--- src/rtl/seg_frame_decoder.sv ---
// Receive-side decoder for an 8-digit multiplexed seven-segment bus: synchronizes AN/CA,
// rejects scan glitches, decodes digits back to hex and assembles/compares full frames.
module seg_frame_decoder #(
    parameter int STABLE_CYCLES = 16
) (
    input  logic        clk,
    input  logic        reset,
    input  logic [7:0]  an,
    input  logic [7:0]  ca,
    output logic [31:0] frame,
    output logic        frame_valid,
    output logic        scroll_evt,
    output logic        an_err,
    output logic        seg_err,
    output logic [7:0]  digits_seen
);

    localparam logic [7:0] STABLE_W = 8'(STABLE_CYCLES);

    logic [15:0] sync1, sync2, word_q;
    logic [7:0]  hold_cnt, hold_next;
    logic        word_changed, strobe;
    logic [31:0] digits_q;
    logic        prev_valid;

    logic [7:0]  an_low;
    logic        single_low, multi_low;
    logic [4:0]  dec;

    // Returns {legal, code}; ca is active-low with bit order g,f,e,d,c,b,a.
    function automatic logic [4:0] decode(input logic [6:0] seg);
        case (seg)
            7'h40: decode = 5'h10;
            7'h79: decode = 5'h11;
            7'h24: decode = 5'h12;
            7'h30: decode = 5'h13;
            7'h19: decode = 5'h14;
            7'h12: decode = 5'h15;
            7'h02: decode = 5'h16;
            7'h78: decode = 5'h17;
            7'h00: decode = 5'h18;
            7'h10: decode = 5'h19;
            7'h08: decode = 5'h1A;
            7'h03: decode = 5'h1B;
            7'h46: decode = 5'h1C;
            7'h21: decode = 5'h1D;
            7'h06: decode = 5'h1E;
            7'h0E: decode = 5'h1F;
            default: decode = 5'h00;
        endcase
    endfunction

    // hold_cnt holds the previous cycle's count, so hold_next is the count including this cycle.
    always_comb begin
        word_changed = (sync2 != word_q);
        hold_next    = hold_cnt;
        if (word_changed) begin
            hold_next = 8'd1;
        end else if (hold_cnt >= STABLE_W) begin
            hold_next = STABLE_W;
        end else begin
            hold_next = hold_cnt + 8'd1;
        end
        strobe = !word_changed && (hold_cnt == STABLE_W - 8'd1);

        an_low     = ~sync2[15:8];
        single_low = (an_low != 8'h00) && ((an_low & (an_low - 8'd1)) == 8'h00);
        multi_low  = (an_low != 8'h00) && !single_low;
        dec        = decode(sync2[6:0]);
    end

    always_ff @(posedge clk) begin
        if (!reset) begin
            sync1       <= 16'hFFFF;
            sync2       <= 16'hFFFF;
            word_q      <= 16'hFFFF;
            hold_cnt    <= 8'd0;
            digits_q    <= 32'h0;
            digits_seen <= 8'h00;
            frame       <= 32'h0;
            prev_valid  <= 1'b0;
            frame_valid <= 1'b0;
            scroll_evt  <= 1'b0;
            an_err      <= 1'b0;
            seg_err     <= 1'b0;
        end else begin
            sync1       <= {an, ca};
            sync2       <= sync1;
            word_q      <= sync2;
            hold_cnt    <= hold_next;
            frame_valid <= 1'b0;
            scroll_evt  <= 1'b0;
            an_err      <= strobe && multi_low;
            seg_err     <= strobe && single_low && !dec[4];

            if (strobe && single_low && dec[4]) begin
                for (int k = 0; k < 8; k++) begin
                    if (an_low[k]) begin
                        digits_q[4*k +: 4] <= dec[3:0];
                        digits_seen[k]     <= 1'b1;
                    end
                end
            end

            // The clear comes after any digit write so a same-cycle capture never carries over.
            if (digits_seen == 8'hFF) begin
                frame       <= digits_q;
                frame_valid <= 1'b1;
                scroll_evt  <= prev_valid && (digits_q[31:4] == frame[27:0]) && (digits_q != frame);
                prev_valid  <= 1'b1;
                digits_seen <= 8'h00;
            end
        end
    end

endmodule

--- config.mk ---
export PLATFORM = sky130hd
export DESIGN_NAME = seg_frame_decoder
export DESIGN_NICKNAME = d
export VERILOG_FILES = /design/src/rtl/seg_frame_decoder.sv
export SDC_FILE = /design/constraint.sdc
export NUM_CORES = 1
export LEC_CHECK = 0
export CAP_MARGIN = 15
export CELL_PAD_IN_SITES_DETAIL_PLACEMENT = 0
export CELL_PAD_IN_SITES_GLOBAL_PLACEMENT = 1
export CORE_MARGIN = 5
export CORE_UTILIZATION = 48
export CTS_BUF_LIST = sky130_fd_sc_hd__clkbuf_2
export DETAILED_ROUTE_END_ITERATION = 8
export GPL_TIMING_DRIVEN = 0
export PLACE_DENSITY = 0.84
export RECOVER_POWER = 50
export SLEW_MARGIN = 25
export SYNTH_ARGS = -nofsm -noshare
export SYNTH_HDL_FRONTEND = slang
export SYNTH_SLANG_ARGS = --single-unit
--- constraint.sdc ---
create_clock -name clk -period 4 [get_ports clk]
set_input_delay 0.8 -clock clk [delete_from_list [all_inputs] [get_ports clk]]
set_output_delay 0.8 -clock clk [all_outputs]
set_load 0.01 [all_outputs]
==> impl_metrics.tcl, run 1 <==
set metrics [dict create \
    drc_errors 0 \
    slowest_delay_ps 590 \
    vias_per_cell 5.29 \
    yosysSeqAreaShare_pct 47.7 \
    die-area_sq_um 13900 \
    powerDensity_nw_per_um2 336 \
    p_sw_share_pct 26.5 \
    async_flop_share_pct 0 \
    numCtsBuffers 17 \
    synth_cells 586 \
    cts_resized 0 \
    leakagePower_nw 2.20 \
    clk_pin_slew_ps 190 \
    drive_gt1_share_pct 6.75 \
    required_ps 4610 \
    fin_ws_ps 962 \
    final_common_cell "dfxtp_1" \
    die_h_microns 118 \
    hold_viol 0 \
    fmax_mhz 329 \
    grt.total_usage_pct 20.5 \
    worst_slew_pin_slew_ps 994 \
    antenna_cells 0 \
    path_max_fanout 10 \
    power.internal_mw 1.63 \
    grt_max_degree 17 \
    rows 39 \
    critPathBufInv 1 \
    timing.slew.headroom_pct 33.3 \
    netlist_area_sq_um 5590 \
    htreeDepth 4 \
    whs_ps 430 \
    status "completed" \
    area_growth_pct 18.2 \
    syn_area_per_cell_sq_um 9.53 \
    dr.pass1.iters 5 \
    final_cell_mix "dfxtp_1, nand2_1, xnor2_1, clkdlybuf4s50_1, nand2b_1" \
    hold_buffers 0 \
    drtIter0Drc 314 \
    slew_violations 0 \
    peakVddDrop_mv 0.314 \
    io_pins 62 \
    fillerInstances 1091 \
    tritoncts "done" \
    cap_violations 0 \
    setup_viol 0 \
    cts-root-buf "clkbuf_2" \
    slowest_stage "nor3_2" \
    p_sw_uw 588 \
    endpoint_kind "flop" \
    crit_arrival_ps 3650 \
    yosysWarningCount 0 \
    dieWidth_microns 118 \
    synthDistinctLibCells 48 \
    multi_input_area_sq_um 2780 \
    antenna_found_initial 0 \
    cts.sinks 133 \
    p_clk_share_pct 33.5 \
    portBuffers 61 \
    power_frac_comb_pct 5.3 \
    synth_ff_type "dfxtp_1" \
    synth_edf_count 0 \
    seq_area_sq_um 2660 \
    avgRoutedWirePerCell_microns 16.9 \
    start_kind "flop" \
    antenna_left 0 \
    core_area_sq_um 11400 \
    dr_total_vias 4361 \
    synth-seq-cells 133 \
    seqPwrFrac_pct 61.2 \
    finalCritPeriodShare_pct 75.9 \
    dpl.hpwl_microns 10600 \
    grt_first_pass_wirelength_microns 22500 \
    dp_slack_ps 1070 \
    min_period_ps 3040 \
    finClkSkew_ps 33.5 \
    critPathKind "reg2reg" \
    rsz0062_at_grt "no" \
    start_util_pct 48.9 \
    grt_overflow_total 0 \
    final.setup.tns_ps 0 \
    place_congestion 0.906 \
    critPathTopFamily "simple AND/OR/NAND/NOR gates" \
    drt_wl_total_microns 14000 \
    finalNetCount 688 \
    hold_class "reg2reg" \
    worstSkewPairLatency_ps 690 \
    grt_pass1_vias 4234 \
    postCtsSetupBuffers 0 \
    worstPathCellList "clkbuf_1 > xnor2_1 > nand4_1 > nor4_2 > nand3_2 > nor3_2 > mux2i_1" \
    cts_max_path_buffers 2 \
]
==> final timing paths <==
check             startpoint     endpoint  slack (ps)  depth (start not counted)
hold / removal     sync1[12]    sync2[12]         430                          1
hold reg to reg    sync1[12]    sync2[12]         430                          1
setup reg to reg    sync2[6]  digits_q[8]         960                          7
setup / recovery    sync2[6]  digits_q[8]         960                          7
==> cell families (layout without fill, tap and decap cells) <==
logic type / count (synthesis) / in the layout / share of synthesized area [%]
buf+inv: 39 / 132 / 2.69
fa+ha+maj: 3 / 3 / 0.627
mux: 25 / 25 / 4.48
xor+xnor: 79 / 79 / 12.4
flops: 133 / 133 / 47.7
other cells: 1 / 3 / 0.0671
simple gates: 225 / 225 / 21.2
compound gates: 81 / 81 / 10.9
==> sequential cells by signal (all words and copies together) (netlist names), 8 cells and up <==
name	count
sync1	16
digits_seen	8
sync2	16
frame	32
word_q	16
digits_q	32
hold_cnt	8
==> cell usage after synthesis (all sizes together) (10+ instances only) <==
cell	n	area (sq um)
dfxtp	133	2660
nand2	97	364
xnor2	70	613
nand2b	47	294
a21boi	34	255
clkbuf	30	113
mux2i	25	250
nand4	23	144
o21ai	11	55.1
nand3	10	55.1
nor2	10	37.5
==> power by group through the flow <==
stage                     logic (mW)  registers, mW  clock network, mW
final                          0.117           1.36              0.743
after global routing           0.128           1.36              0.829
after CTS                      0.117           1.36              0.767
after detailed placement       0.117           1.39                  0
after global placement         0.115           1.38                  0
after floorplan               0.0771           1.38                  0
==> metrics by stage <==
| stage | utilization (%) | cells | power [mW] | cell area (sq um) |
|---|---|---|---|---|
| after floorplan | - | 588 | 1.46 | 5590 |
| after global placement | 55.9 | 792 | 1.50 | 6380 |
| after detailed placement | 55.9 | 792 | 1.50 | 6380 |
| after CTS | 57.8 | 824 | 2.24 | 6600 |
| after global routing | 57.8 | 824 | 2.32 | 6600 |
| final | 57.8 | 824 | 2.22 | 6600 |
==> metal layers <==
metal / track usage, % / share of wire (%) / vias up / wire length (microns)
met5: 0 / 0 / - / 0
met4: 6.95 / 2.0 / 0 / 273
met3: 6.39 / 5.6 / 19 / 788
met2: 32.9 / 47 / 113 / 6590
met1: 26.1 / 45 / 2076 / 6310
li1: - / - / 2153 / -
==> cell type report <==
| type | instances | area share (%) |
|---|---|---|
| multi-input cells | 416 | 42.1 |
| clock buffers | 17 | 1.29 |
| well taps | 143 | 2.71 |
| clock inverters | 15 | 2.01 |
| repair buffers | 61 | 9.25 |
| plain buffers | 35 | 2.05 |
| inverters | 4 | 0.227 |
| flip-flops and latches | 133 | 40.3 |
No activity file was read; power rests on OpenSTA's default activity.
==> run 2, diff against run 1 <==
CORE_UTILIZATION = 41   (was 48)
PLACE_DENSITY = 0.76   (was 0.84)
clock period = 2.45 ns   (was 4 ns; I/O delays follow)
==> run 2 against run 1 <==
Compared with the run above: first-iteration DRC count increased by 23%; core utilization decreased by 6.8 points; clock skew decreased by 9.2 ps; clock power increased by 34%; worst hold slack got worse by 88 ps; setup slack got worse by 780 ps; sequential share of layout area decreased by 0.98 points; cell count increased by 3.9%; largest cell class unchanged.
==> impl_metrics.tcl, run 2 (synthesized netlist as in run 1, its figures left out) <==
set metrics [dict create \
    dieWidth_microns 127 \
    drc_errors 0 \
    slew_violations 0 \
    dpl.hpwl_microns 10600 \
    dr_total_vias 4354 \
    slowest_stage "nor3b_1" \
    finalNetCount 689 \
    fin_ws_ps 180 \
    grt_overflow_total 0 \
    crit_arrival_ps 2890 \
    die-area_sq_um 16100 \
    antenna_cells 0 \
    place_congestion 0.940 \
    required_ps 3070 \
    cap_violations 0 \
    core_area_sq_um 13300 \
    powerDensity_nw_per_um2 503 \
    antenna_left 0 \
    reg_top3 "digits_q x32, frame x32" \
    fmax_mhz 440 \
    grt_first_pass_wirelength_microns 22900 \
    utilization_pct 51.0 \
    tritoncts "done" \
    cts.sinks 133 \
    critPathKind "reg2reg" \
    antenna_found_initial 0 \
    status "completed" \
    drive_gt1_share_pct 9.56 \
    critPathBufInv 2 \
    setup_viol 0 \
    start_util_pct 42.0 \
    portBuffers 61 \
    endpoint_kind "flop" \
    min_period_ps 2270 \
    hold_buffers 0 \
    slowest_delay_ps 400 \
    finalPower_mw 3.41 \
    hold_viol 0 \
    htreeDepth 4 \
    vias_per_cell 5.09 \
    drt_wl_total_microns 14000 \
    finalCritPeriodShare_pct 92.7 \
    start_kind "flop" \
    fin_cells 856 \
    grt_max_degree 17 \
    path_max_fanout 10 \
    grt.total_usage_pct 18.2 \
    place_inst 825 \
    cts_max_path_buffers 2 \
    fillerInstances 1267 \
    io_pins 62 \
    grt_pass1_vias 4283 \
    cts-root-buf "clkbuf_2" \
    critPathTopFamily "simple AND/OR/NAND/NOR gates" \
    finClkSkew_ps 24.3 \
    worst_slew_pin_slew_ps 730 \
    peakVddDrop_mv 0.342 \
    numCtsBuffers 17 \
    dr.pass1.iters 4 \
    clk_pin_slew_ps 170 \
    avgRoutedWirePerCell_microns 16.4 \
    dp_slack_ps -410 \
    startpoint "sync2[1]" \
    final_cell_mix "dfxtp_1, nand2_1, xnor2_1, clkdlybuf4s50_1, nand2b_1" \
    timing.slew.headroom_pct 51.0 \
    worstSkewPairLatency_ps 690 \
    drtIter0Drc 385 \
    leakagePower_nw 2.38 \
    worstPathCellList "buf_2 > nor3b_1 > a32o_1 > o21bai_1 > a2111oi_4 > buf_12 > nor3_4 > mux2i_1" \
    die_h_microns 127 \
    worstReg2RegStart "sync2[1]" \
    final_common_cell "dfxtp_1" \
    area_growth_pct 21.4 \
    rows 42 \
    hold_class "in2reg" \
    hold_path_startpoint "an[2]" \
]
==> run 2: cell count changes in the layout (fill, tap and decap cells not counted), moves of 3 or more <==
cell | before | now
nor3_2 | 8 | 0
nor3_4 | 0 | 8
clkbuf_2 | 17 | 20
dfxtp_1 | 133 | 130
inv_6 | 3 | 0
buf_4 | 0 | 6
clkinv_2 | 3 | 7
clkbuf_1 | 30 | 20
buf_12 | 0 | 3
==> run 2: area by class of cell <==
class / instances / area, sq um / area share [%]
inverter: 4 / 15.0 / 0.221
buffer: 27 / 114 / 1.68
timing repair buffer: 70 / 716 / 10.6
tap: 176 / 220 / 3.25
sequential: 133 / 2670 / 39.4
clock buffer: 18 / 90.1 / 1.33
multi-input combinational: 416 / 2890 / 42.6
clock inverter: 12 / 67.6 / 0.996
==> run 2: routing by layer <==
metal	vias up	global-route usage [%]	wire length, microns
li1	2148	-	-
met1	2060	24.1	6370
met2	116	28.6	6520
met3	30	4.50	746
met4	0	7.07	370
met5	-	0	0
==> run 2: worst reg2reg max path, cell delays in order, from the launching register on <==
cell and delay, ps:
dfxtp_1 350, buf_2 190, nor3b_1 400, a32o_1 260, o21bai_1 190, a2111oi_4 90
buf_12 180, nor3_4 320, mux2i_1 240
==> run 2: final timing paths <==
| check | to | slack [ps] | cells past startpoint |
|---|---|---|---|
| setup / recovery | digits_q[22] | 180 | 8 |
| hold / removal | sync1[10] | 340 | 2 |
| setup reg to reg | digits_q[22] | 180 | 8 |
| hold reg to reg | sync2[15] | 430 | 1 |
==> run 2: report_power, final <==
| group | total, mW | switching (mW) | leakage [nW] | internal [mW] |
|---|---|---|---|---|
| sequential | 2.23 | 0.0295 | 1.08 | 2.20 |
| clock | 0.992 | 0.753 | 0.114 | 0.239 |
| combinational | 0.186 | 0.0947 | 1.18 | 0.0914 |
==> run 2: repair_timing <==
item	in CTS	in global routing
setup buffers	7	2
gates cloned	0	0
resized for setup	15	12
pin swaps	6	2
setup endpoints to repair	40	40
==> run 2: stage by stage <==
stage	instance area, sq um	TNS (ps)	hold slack, ps
floorplan	5590	0	386
global placement	6420	-9040	389
detailed placement	6420	-10060	392
CTS	6730	0	279
global route	6780	-8.04	287
finish	6780	0	342
